--- src/rtl/cdb_arbiter_if.sv ---
// cdb_arbiter_if
//   Bundles every signal between the two result producers (EX, SLB), the
//   ROB control lines and the common data bus broadcast.
//   Modports:
//     master : the environment side (drives rdy/iclr and producer inputs,
//              observes full flags and the CDB broadcast)
//     slave  : the arbiter side
//   Signals:
//     rdy, iclr                          global enable, ROB flush
//     iEX_en/nick/dt/ac/j_pc, oEX_full   EX producer port
//     iSLB_en/nick/dt, oSLB_full         SLB producer port
//     oCDB_en/nick/dt/ac/j_pc/src        registered broadcast
interface cdb_arbiter_if #(
    parameter int NICK_W = 5,
    parameter int DATA_W = 32
);
    logic              rdy;
    logic              iclr;

    logic              iEX_en;
    logic [NICK_W-1:0] iEX_nick;
    logic [DATA_W-1:0] iEX_dt;
    logic              iEX_ac;
    logic [DATA_W-1:0] iEX_j_pc;
    logic              oEX_full;

    logic              iSLB_en;
    logic [NICK_W-1:0] iSLB_nick;
    logic [DATA_W-1:0] iSLB_dt;
    logic              oSLB_full;

    logic              oCDB_en;
    logic [NICK_W-1:0] oCDB_nick;
    logic [DATA_W-1:0] oCDB_dt;
    logic              oCDB_ac;
    logic [DATA_W-1:0] oCDB_j_pc;
    logic              oCDB_src;

    modport master (
        output rdy, iclr,
        output iEX_en, iEX_nick, iEX_dt, iEX_ac, iEX_j_pc,
        output iSLB_en, iSLB_nick, iSLB_dt,
        input  oEX_full, oSLB_full,
        input  oCDB_en, oCDB_nick, oCDB_dt, oCDB_ac, oCDB_j_pc, oCDB_src
    );

    modport slave (
        input  rdy, iclr,
        input  iEX_en, iEX_nick, iEX_dt, iEX_ac, iEX_j_pc,
        input  iSLB_en, iSLB_nick, iSLB_dt,
        output oEX_full, oSLB_full,
        output oCDB_en, oCDB_nick, oCDB_dt, oCDB_ac, oCDB_j_pc, oCDB_src
    );
endinterface

--- src/rtl/cdb_arbiter.sv ---
// cdb_arbiter
//   Schedules the common data bus. EX and SLB results each land in a private
//   FIFO; every cycle at most one head is broadcast, round-robin between the
//   two sources. A ROB flush (iclr) discards everything queued.
//   Ports:
//     clk  rising-edge clock
//     rst  asynchronous active-low reset
//     bus  cdb_arbiter_if.slave (producer inputs, full flags, CDB outputs)
module cdb_arbiter #(
    parameter int DEPTH  = 4,
    parameter int NICK_W = 5,
    parameter int DATA_W = 32
) (
    input  logic                clk,
    input  logic                rst,
    cdb_arbiter_if.slave        bus
);
    localparam int PTR_W = $clog2(DEPTH);
    localparam int CNT_W = $clog2(DEPTH + 1);
    localparam logic SRC_EX  = 1'b0;
    localparam logic SRC_SLB = 1'b1;

    typedef struct packed {
        logic [NICK_W-1:0] nick;
        logic [DATA_W-1:0] dt;
        logic              ac;
        logic [DATA_W-1:0] j_pc;
    } entry_t;

    // Index 0 = EX, index 1 = SLB throughout.
    entry_t [1:0] in_entry;
    entry_t [1:0] head;
    logic   [1:0] in_en;
    logic   [1:0] valid;
    logic   [1:0] full;
    logic   [1:0] push;
    logic   [1:0] pop;

    logic   advance;
    logic   grant_any;
    logic   grant_src;
    logic   last_grant_reg;

    entry_t cdb_reg;
    logic   cdb_en_reg;
    logic   cdb_src_reg;

    // SLB results carry no branch information, so those fields are forced to 0.
    assign in_en[0]    = bus.iEX_en;
    assign in_entry[0] = '{nick: bus.iEX_nick, dt: bus.iEX_dt,
                           ac: bus.iEX_ac, j_pc: bus.iEX_j_pc};
    assign in_en[1]    = bus.iSLB_en;
    assign in_entry[1] = '{nick: bus.iSLB_nick, dt: bus.iSLB_dt,
                           ac: 1'b0, j_pc: '0};

    // Flush outranks the enable; neither queue moves unless both allow it.
    assign advance = bus.rdy && !bus.iclr;

    // Grant looks only at FIFO state before this edge, so nothing bypasses
    // the queue: a fresh entry needs at least one more edge to be broadcast.
    always_comb begin
        grant_any = 1'b0;
        grant_src = SRC_EX;
        if (valid[0] && valid[1]) begin
            grant_any = 1'b1;
            grant_src = ~last_grant_reg;
        end else if (valid[0]) begin
            grant_any = 1'b1;
            grant_src = SRC_EX;
        end else if (valid[1]) begin
            grant_any = 1'b1;
            grant_src = SRC_SLB;
        end
    end

    generate
        for (genvar gi = 0; gi < 2; gi++) begin : gen_fifo
            entry_t            mem [DEPTH];
            logic [PTR_W-1:0]  wr_ptr_reg;
            logic [PTR_W-1:0]  rd_ptr_reg;
            logic [CNT_W-1:0]  count_reg;

            // Full ignores a same-edge pop, so a full FIFO refuses input
            // even while its head is being granted. Nick 0 means "no tag".
            assign push[gi]  = advance && in_en[gi] && !full[gi]
                               && (in_entry[gi].nick != '0);
            assign pop[gi]   = advance && grant_any && (grant_src == 1'(gi));
            assign valid[gi] = (count_reg != '0);
            assign full[gi]  = (count_reg == CNT_W'(DEPTH));
            assign head[gi]  = mem[rd_ptr_reg];

            // Storage needs no reset: a slot is only read after being written.
            always_ff @(posedge clk) begin
                if (push[gi]) begin
                    mem[wr_ptr_reg] <= in_entry[gi];
                end
            end

            always_ff @(posedge clk or negedge rst) begin
                if (!rst) begin
                    wr_ptr_reg <= '0;
                    rd_ptr_reg <= '0;
                    count_reg  <= '0;
                end else if (bus.iclr) begin
                    wr_ptr_reg <= '0;
                    rd_ptr_reg <= '0;
                    count_reg  <= '0;
                end else begin
                    // Pointer width is log2(DEPTH), so increments wrap for free.
                    if (push[gi]) wr_ptr_reg <= wr_ptr_reg + 1'b1;
                    if (pop[gi])  rd_ptr_reg <= rd_ptr_reg + 1'b1;
                    case ({push[gi], pop[gi]})
                        2'b10:   count_reg <= count_reg + 1'b1;
                        2'b01:   count_reg <= count_reg - 1'b1;
                        default: count_reg <= count_reg;
                    endcase
                end
            end
        end
    endgenerate

    // Broadcast registers. Only oCDB_en is cleared on flush/freeze; the
    // payload holds its last value so downstream sees no spurious change.
    always_ff @(posedge clk or negedge rst) begin
        if (!rst) begin
            cdb_reg        <= '0;
            cdb_en_reg     <= 1'b0;
            cdb_src_reg    <= SRC_EX;
            last_grant_reg <= SRC_SLB;   // EX wins the first tie after reset
        end else if (bus.iclr || !bus.rdy) begin
            cdb_en_reg     <= 1'b0;
        end else if (grant_any) begin
            cdb_reg        <= head[grant_src];
            cdb_en_reg     <= 1'b1;
            cdb_src_reg    <= grant_src;
            last_grant_reg <= grant_src;
        end else begin
            cdb_en_reg     <= 1'b0;
        end
    end

    assign bus.oEX_full  = full[0];
    assign bus.oSLB_full = full[1];
    assign bus.oCDB_en   = cdb_en_reg;
    assign bus.oCDB_nick = cdb_reg.nick;
    assign bus.oCDB_dt   = cdb_reg.dt;
    assign bus.oCDB_ac   = cdb_reg.ac;
    assign bus.oCDB_j_pc = cdb_reg.j_pc;
    assign bus.oCDB_src  = cdb_src_reg;
endmodule

--- src/flat_wrapper.sv ---
// flat-port wrapper written by rule: the top's interface ports become plain ports
module cdb_arbiter_flat 
#(
    parameter int DEPTH  = 4,
    parameter int NICK_W = 5,
    parameter int DATA_W = 32
)
  (clk, rst, bus_rdy, bus_iclr, bus_iEX_en, bus_iEX_nick, bus_iEX_dt, bus_iEX_ac, bus_iEX_j_pc, bus_iSLB_en, bus_iSLB_nick, bus_iSLB_dt, bus_oEX_full, bus_oSLB_full, bus_oCDB_en, bus_oCDB_nick, bus_oCDB_dt, bus_oCDB_ac, bus_oCDB_j_pc, bus_oCDB_src);
  cdb_arbiter_if #(.NICK_W(NICK_W), .DATA_W(DATA_W)) bus_i ();
  input  logic clk;
  input  logic rst;
  input wire logic [$bits(bus_i.rdy)-1:0] bus_rdy;
  input wire logic [$bits(bus_i.iclr)-1:0] bus_iclr;
  input wire logic [$bits(bus_i.iEX_en)-1:0] bus_iEX_en;
  input wire logic [$bits(bus_i.iEX_nick)-1:0] bus_iEX_nick;
  input wire logic [$bits(bus_i.iEX_dt)-1:0] bus_iEX_dt;
  input wire logic [$bits(bus_i.iEX_ac)-1:0] bus_iEX_ac;
  input wire logic [$bits(bus_i.iEX_j_pc)-1:0] bus_iEX_j_pc;
  input wire logic [$bits(bus_i.iSLB_en)-1:0] bus_iSLB_en;
  input wire logic [$bits(bus_i.iSLB_nick)-1:0] bus_iSLB_nick;
  input wire logic [$bits(bus_i.iSLB_dt)-1:0] bus_iSLB_dt;
  output wire logic [$bits(bus_i.oEX_full)-1:0] bus_oEX_full;
  output wire logic [$bits(bus_i.oSLB_full)-1:0] bus_oSLB_full;
  output wire logic [$bits(bus_i.oCDB_en)-1:0] bus_oCDB_en;
  output wire logic [$bits(bus_i.oCDB_nick)-1:0] bus_oCDB_nick;
  output wire logic [$bits(bus_i.oCDB_dt)-1:0] bus_oCDB_dt;
  output wire logic [$bits(bus_i.oCDB_ac)-1:0] bus_oCDB_ac;
  output wire logic [$bits(bus_i.oCDB_j_pc)-1:0] bus_oCDB_j_pc;
  output wire logic [$bits(bus_i.oCDB_src)-1:0] bus_oCDB_src;
  assign bus_i.rdy = bus_rdy;
  assign bus_i.iclr = bus_iclr;
  assign bus_i.iEX_en = bus_iEX_en;
  assign bus_i.iEX_nick = bus_iEX_nick;
  assign bus_i.iEX_dt = bus_iEX_dt;
  assign bus_i.iEX_ac = bus_iEX_ac;
  assign bus_i.iEX_j_pc = bus_iEX_j_pc;
  assign bus_i.iSLB_en = bus_iSLB_en;
  assign bus_i.iSLB_nick = bus_iSLB_nick;
  assign bus_i.iSLB_dt = bus_iSLB_dt;
  assign bus_oEX_full = bus_i.oEX_full;
  assign bus_oSLB_full = bus_i.oSLB_full;
  assign bus_oCDB_en = bus_i.oCDB_en;
  assign bus_oCDB_nick = bus_i.oCDB_nick;
  assign bus_oCDB_dt = bus_i.oCDB_dt;
  assign bus_oCDB_ac = bus_i.oCDB_ac;
  assign bus_oCDB_j_pc = bus_i.oCDB_j_pc;
  assign bus_oCDB_src = bus_i.oCDB_src;
  cdb_arbiter #(.DEPTH(DEPTH), .NICK_W(NICK_W), .DATA_W(DATA_W)) u_core (.clk(clk), .rst(rst), .bus(bus_i));
endmodule
--- config.mk ---
export PLATFORM = sky130hd
export DESIGN_NAME = cdb_arbiter_flat
export DESIGN_NICKNAME = d
export VERILOG_FILES = /design/src/rtl/cdb_arbiter_if.sv /design/src/rtl/cdb_arbiter.sv /design/src/flat_wrapper.sv
export SDC_FILE = /design/constraint.sdc
export NUM_CORES = 1
export LEC_CHECK = 0
export BUFFER_PORTS_ARGS = -buffer_cell sky130_fd_sc_hd__buf_2
export CORE_MARGIN = 2
export CORE_UTILIZATION = 53
export CTS_CLUSTER_SIZE = 24
export DETAILED_ROUTE_END_ITERATION = 7
export GPL_TIMING_DRIVEN = 0
export PLACE_DENSITY = 0.73
export RECOVER_POWER = 50
export SYNTH_ARGS = -nofsm -noshare
export SYNTH_HDL_FRONTEND = slang
export SYNTH_SLANG_ARGS = --single-unit
--- constraint.sdc ---
create_clock -name clk -period 2.95 [get_ports clk]
set_clock_uncertainty 0.05 [all_clocks]
set_input_delay 0.59 -clock clk [delete_from_list [all_inputs] [get_ports clk]]
set_output_delay 0.59 -clock clk [all_outputs]
set_load 0.005 [all_outputs]
-- Word-level counts from Yosys, hierarchy flattened
Memories as Yosys holds them, arrays and structs flattened.
Cells that the tools add are included.
W data, S select, Z words.
- bits of input ports: 113
- logic and storage cells: 85
- register bits: 87
- output and inout port bits: 74
- memories kept: 2
- RAM bits: 428
- memory list (name ; depth ; bits a word ; rd ports ; clocked after Yosys merged registers in ; write ports ; line ; text):
    u_core.gen_fifo[0].mem ; 4 ; 70 ; 1 ; 0 ; 1 ; cdb_arbiter.sv:78 ; entry_t mem [DEPTH];
    u_core.gen_fifo[1].mem ; 4 ; 37 ; 1 ; 0 ; 1 ; cdb_arbiter.sv:78 ;
- equal/unequal tests: 6
- bitwise gates (word level): 3
- add/subtract/negate cells: 8
- reductions and logical operators: 27
- $lt $le $gt $ge: 1
- mux-type cells: 25
- operators by type and width (kind ; count):
    $mux W70 ; 2
    $mux W2 ; 8
    $pmux W3 S2 ; 2
    $reduce_bool A3 Y1 ; 4
    $logic_and A1 B1 Y1 ; 11
    $mux W1 ; 11
    $reduce_bool A5 Y1 ; 2
    $add A2 B1 Y2 const B ; 4
    $reduce_bool A2 Y1 ; 4
    $add A3 B1 Y3 const B ; 2
    $eq A3 B3 Y1 const B ; 2
    $mux W3 ; 2
    $sub A3 B1 Y3 const B ; 2
    $eq A2 B1 Y1 const B ; 2
    $eq A2 B2 Y1 const B ; 2
    $logic_not A1 Y1 ; 4
    $not A1 Y1 ; 3
    $lt A1 B2 Y1 const B ; 1
    $reduce_and A2 Y1 ; 1
    $logic_or A1 B1 Y1 ; 1

-- Depth between registers and ports, before layout
- depth in word-level cells: 9
- gate-level depth with buffers: 8
- gate-level depth less buffers: 5

-- Worst setup path before layout
No wires, ideal clock.
- path type: input to register
- start point: input bus_iclr
- end point: memory u_core.gen_fifo[0].mem[0][0] (netlist bit) (enable)
- setup slack: -0.510 ns
- data required time: 2.464 ns
- path buffers: 2
- library setup time: 0.436 ns
- stages on the path: 5
- arrival: 2.974 ns
- path through: clkbuf_2 > nor2b_1 > buf_4 > o2111a_2 > and2_1
- longest elaborated chain between the ends: 7
- ends and longest elaborated chain (item ; line ; text):
    start: declaration ; flat_wrapper.sv:13 ; input wire logic [$bits(bus_i.iclr)-1:0] bus_iclr;
    $logic_not A1 Y1 ; cdb_arbiter.sv:57 ; assign advance = bus.rdy && !bus.iclr;
    $logic_and A1 B1 Y1 ; cdb_arbiter.sv:57 ;
    $logic_and A1 B1 Y1 (2 in a row) ; cdb_arbiter.sv:85 ; assign push[gi] = advance && in_en[gi] && !full[gi]
    $logic_and A1 B1 Y1 ; cdb_arbiter.sv:86 ; && (in_entry[gi].nick != '0);
    $mux W1 ; cdb_arbiter.sv:94 ; if (push[gi]) begin
    $mux W1 (not written as such) ; cdb_arbiter.sv:95 ; mem[wr_ptr_reg] <= in_entry[gi];
    end: declaration ; cdb_arbiter.sv:78 ;
Every way passes these cells.

-- Worst setup path after layout
- start point: register u_core.gen_fifo[1].count_reg[0]
- end point: register u_core.cdb_reg, in the netlist u_core.bus.oCDB_dt[17]
- longest elaborated chain between the ends: 6
- elaborated cells between the ends (all ways): 10
- those cells by class: 7 x mux; 3 x reduce/logical
- ends and longest elaborated chain (item ; line ; text):
    start: declaration ; cdb_arbiter.sv:81 ; logic [CNT_W-1:0] count_reg;
    start signal: assignment ; cdb_arbiter.sv:113 ; 2'b10: count_reg <= count_reg + 1'b1;
    start signal: assignment ; cdb_arbiter.sv:114 ; 2'b01: count_reg <= count_reg - 1'b1;
    start signal: assignment ; cdb_arbiter.sv:115 ; default: count_reg <= count_reg;
    $reduce_bool A3 Y1 * ; cdb_arbiter.sv:88 ; assign valid[gi] = (count_reg != '0);
    $mux W1 ; cdb_arbiter.sv:70 ; end else if (valid[1]) begin
    $mux W1 ; cdb_arbiter.sv:67 ; end else if (valid[0]) begin
    $mux W1 ; cdb_arbiter.sv:64 ; if (valid[0] && valid[1]) begin
    $mux W70 (not written as such) (2 in a row) ; cdb_arbiter.sv:133 ; cdb_reg <= head[grant_src];
    end signal: assignment ; cdb_arbiter.sv:133 ;
    end: declaration ; cdb_arbiter.sv:44 ; entry_t cdb_reg;
Mark *: on every way between the ends. The rest lies on a longest branch, timed or not. The select of a mux whose other input is x is not followed.
A chain may end at the register's enable or synchronous reset.

==> metrics.yaml <==
yosys:
  ys_ff_latch: 515
  synth_top_family_by_area: "multiplexers"
  synthFlopType: "edfxtp_1"
  synthAdderAreaFrac_pct: 0.730
  syn_inst: 902
  syn_nets: 1025
  yosysSeqAreaShare_pct: 78.3
  synth_edf_count: 428
  synth-xor-area-share_pct: 0.306
  synth_compound_area_share_pct: 3.68
  yosysWarnings: 0
  syn_avg_cell_area_um2: 21.3
  syn_area_um2: 19200
  synth_cell_types: 40
  muxShareOfSynthArea_pct: 13.0
  synthArstFlopShare_pct: 16.9
  synthSimpleGateAreaFrac_pct: 2.69
floorplan:
  die_w_um: 194
  row_count: 69
  core_um2: 35600
  die-area_um2: 37700
  ios: 187
  chipHeight_um: 194
  initial_core_util_pct: 53.9
routing:
  vias: 9640
  drt-total-wl_um: 40200
  dr.pass1.iters: 5
  wl_per_cell_um: 24.3
  drcViolationCount: 0
  drtAntennaViolNets: 0
  routed_via_density: 5.83
  dr.first_iter.drc_count: 738
setup_path:
  r2r-start: "u_core.gen_fifo[1].count_reg[0]"
  startpoint_type: "register"
  crit_cells: 6
  cp.arrival_ns: 2.97
  path_cells: "nor3_1, o211a_1, clkbuf_1, buf_1, a22oi_1, nand2_1"
  cp_num_buf_inv: 2
  cp-end-kind: "register"
  cp_slowest_cell: "buf_1"
  crit_start: "u_core.gen_fifo[1].count_reg[0]"
  critical_path_class: "reg2reg"
  worst_path_largest_cell_delay_ns: 0.64
  critPathMaxFanout: 10
  cp.required_ns: 3.38
  cp_top_family: "buffers and inverters"
  reg2regPathDepth: 6
global_route:
  grt_pass1_vias: 9921
  grt_max_degree: 57
  grt_use_total_pct: 21.7
  globalRoute.totalOverflow: 0
  grt_first_pass_wirelength_um: 60700
  antenna_found_initial: 4
finish:
  nets: 1272
  multi_input_area_um2: 3930
  final_area_um2: 22300
  top_register: "u_core.gen_fifo.mem"
  largest_reg_flops: 428
  layout_common_cells: "edfxtp_1, clkbuf_1, mux4_2"
  ff_latch_area_um2: 15000
  num-fill-cells: 2541
  syn_to_final_growth_pct: 16.4
  layout_commonest_cell: "edfxtp_1"
  drive_above_1_share_pct: 25.3
  utilization_pct: 62.8
clock_network:
  path_clk_slew_ns: 0.06
  clockRootBuffer: "clkbuf_16"
  clock_sink_count: 515
  clk_latency_ns: 0.56
  cts_buffer_depth: 3
  cts_tree: "built"
  cts_setup_buffers: 0
  cts-buffers-inserted: 50
  cts_htree_levels: 2
hold_path:
  hp-start: "bus_iEX_dt[28]"
  hold_depth: 1
  holdCritPathClass: "in2reg"
sta:
  period_minus_slack_ns: 2.54
  relSlewSlack_pct: 36.3
  worst_slack_ns: 0.413
  worst_slew_pin_slew_ns: 0.956
  hold_viol_final: 0
  fin_crit_sh_pct: 86.0
  rsz0062_at_grt: "no"
  fmax_ghz: 0.394
  setup_tns_ns: 0
  drv_slew: 0
  finalSetupViolations: 0
power_and_ir_drop:
  p_leak_nw: 7.73
  p_per_area_nw_per_um2: 798
  vdd_drop_max_mv: 0.468
  power.total_mw: 17.8
job:
  maxCapViolCount: 0
placed_design:
  hpwl_um: 25500
  routabilityCongestion: 0.752
  dpl_cell_area_um2: 20900
  port_buffers: 185
  pre_cts_ws_ns: 0.262
outcome:
  status: "finished clean"
-- routing by layer --
metal	GRT usage [%]	up-vias	share of wire, %	wire length [µm]
li1	-	4188	-	-
met1	30.8	5088	42	17000
met4	6.29	6	2.2	884
met2	35.0	294	50	19900
met3	3.97	64	6.0	2400
met5	0	-	0.095	38
-- stage by stage --
stage	hold slack (ns)	std cells
global placement	0.394	1548
global route	0.232	1652
detailed placement	0.400	1557
finish	0.239	1653
CTS	0.166	1651
floorplan	0.244	902
-- report_power, final --
part	total, mW	internal, mW	switching [mW]
Combinational	2.89	1.36	1.53
Sequential	8.92	8.53	0.389
Clock	6.02	3.45	2.57
-- final timing paths --
kind	slack (ns)	endpoint
setup / recovery	0.41	u_core.bus.oCDB_dt[17]
hold / removal	0.24	u_core.gen_fifo[0].mem[3][61]
setup reg to reg	0.41	u_core.bus.oCDB_dt[17]
hold reg to reg	0.41	u_core.bus.oCDB_dt[29]
max in group asynchronous	0.64	u_core.bus.oCDB_dt[29]
min in group asynchronous	0.67	u_core.bus.oCDB_j_pc[10]
-- layout make-up --
type / instances / area share (%)
well taps: 461 / 2.58
repair buffers: 195 / 4.48
clock buffers: 70 / 6.21
diodes: 2 / 0.0224
plain buffers: 46 / 0.930
inverters: 8 / 0.134
clock inverters: 23 / 0.728
multi-input cells: 333 / 17.6
flip-flops and latches: 515 / 67.3
-- cell usage after synthesis, types with 3 or more instances --
| cell | count | area, µm² |
|---|---|---|
| mux4_2 | 109 | 2450 |
| inv_1 | 8 | 30.0 |
| nor2b_1 | 3 | 18.8 |
| a22o_1 | 33 | 289 |
| dfrtp_1 | 86 | 2150 |
| and2_1 | 8 | 50.1 |
| clkbuf_1 | 14 | 52.6 |
| buf_2 | 25 | 125 |
| edfxtp_1 | 428 | 12900 |
| nor2_1 | 7 | 26.3 |
| a21oi_1 | 9 | 45.0 |
| a22oi_1 | 37 | 278 |
| buf_1 | 5 | 18.8 |
| ha_1 | 8 | 100 |
| nand2_1 | 86 | 323 |
-- logic make-up after synthesis --
kind of cell | after synthesis
xor gates and xnor gates | 5
AOI/OAI and AO/OA | 88
muxes | 113
buffers and inverters | 54
DFF | 515
and+or+nand+nor | 117
adders and majority gates | 10
-- timing repair --
| item | 4_1_cts | 5_1_grt |
|---|---|---|
| hold buffers | 1 | 0 |
| hold endpoints to repair | 31 | 0 |
| resized for setup | 0 | 0 |
| endpoints found under the setup margin | 0 | 0 |
Power figures use the tool's default switching activity.
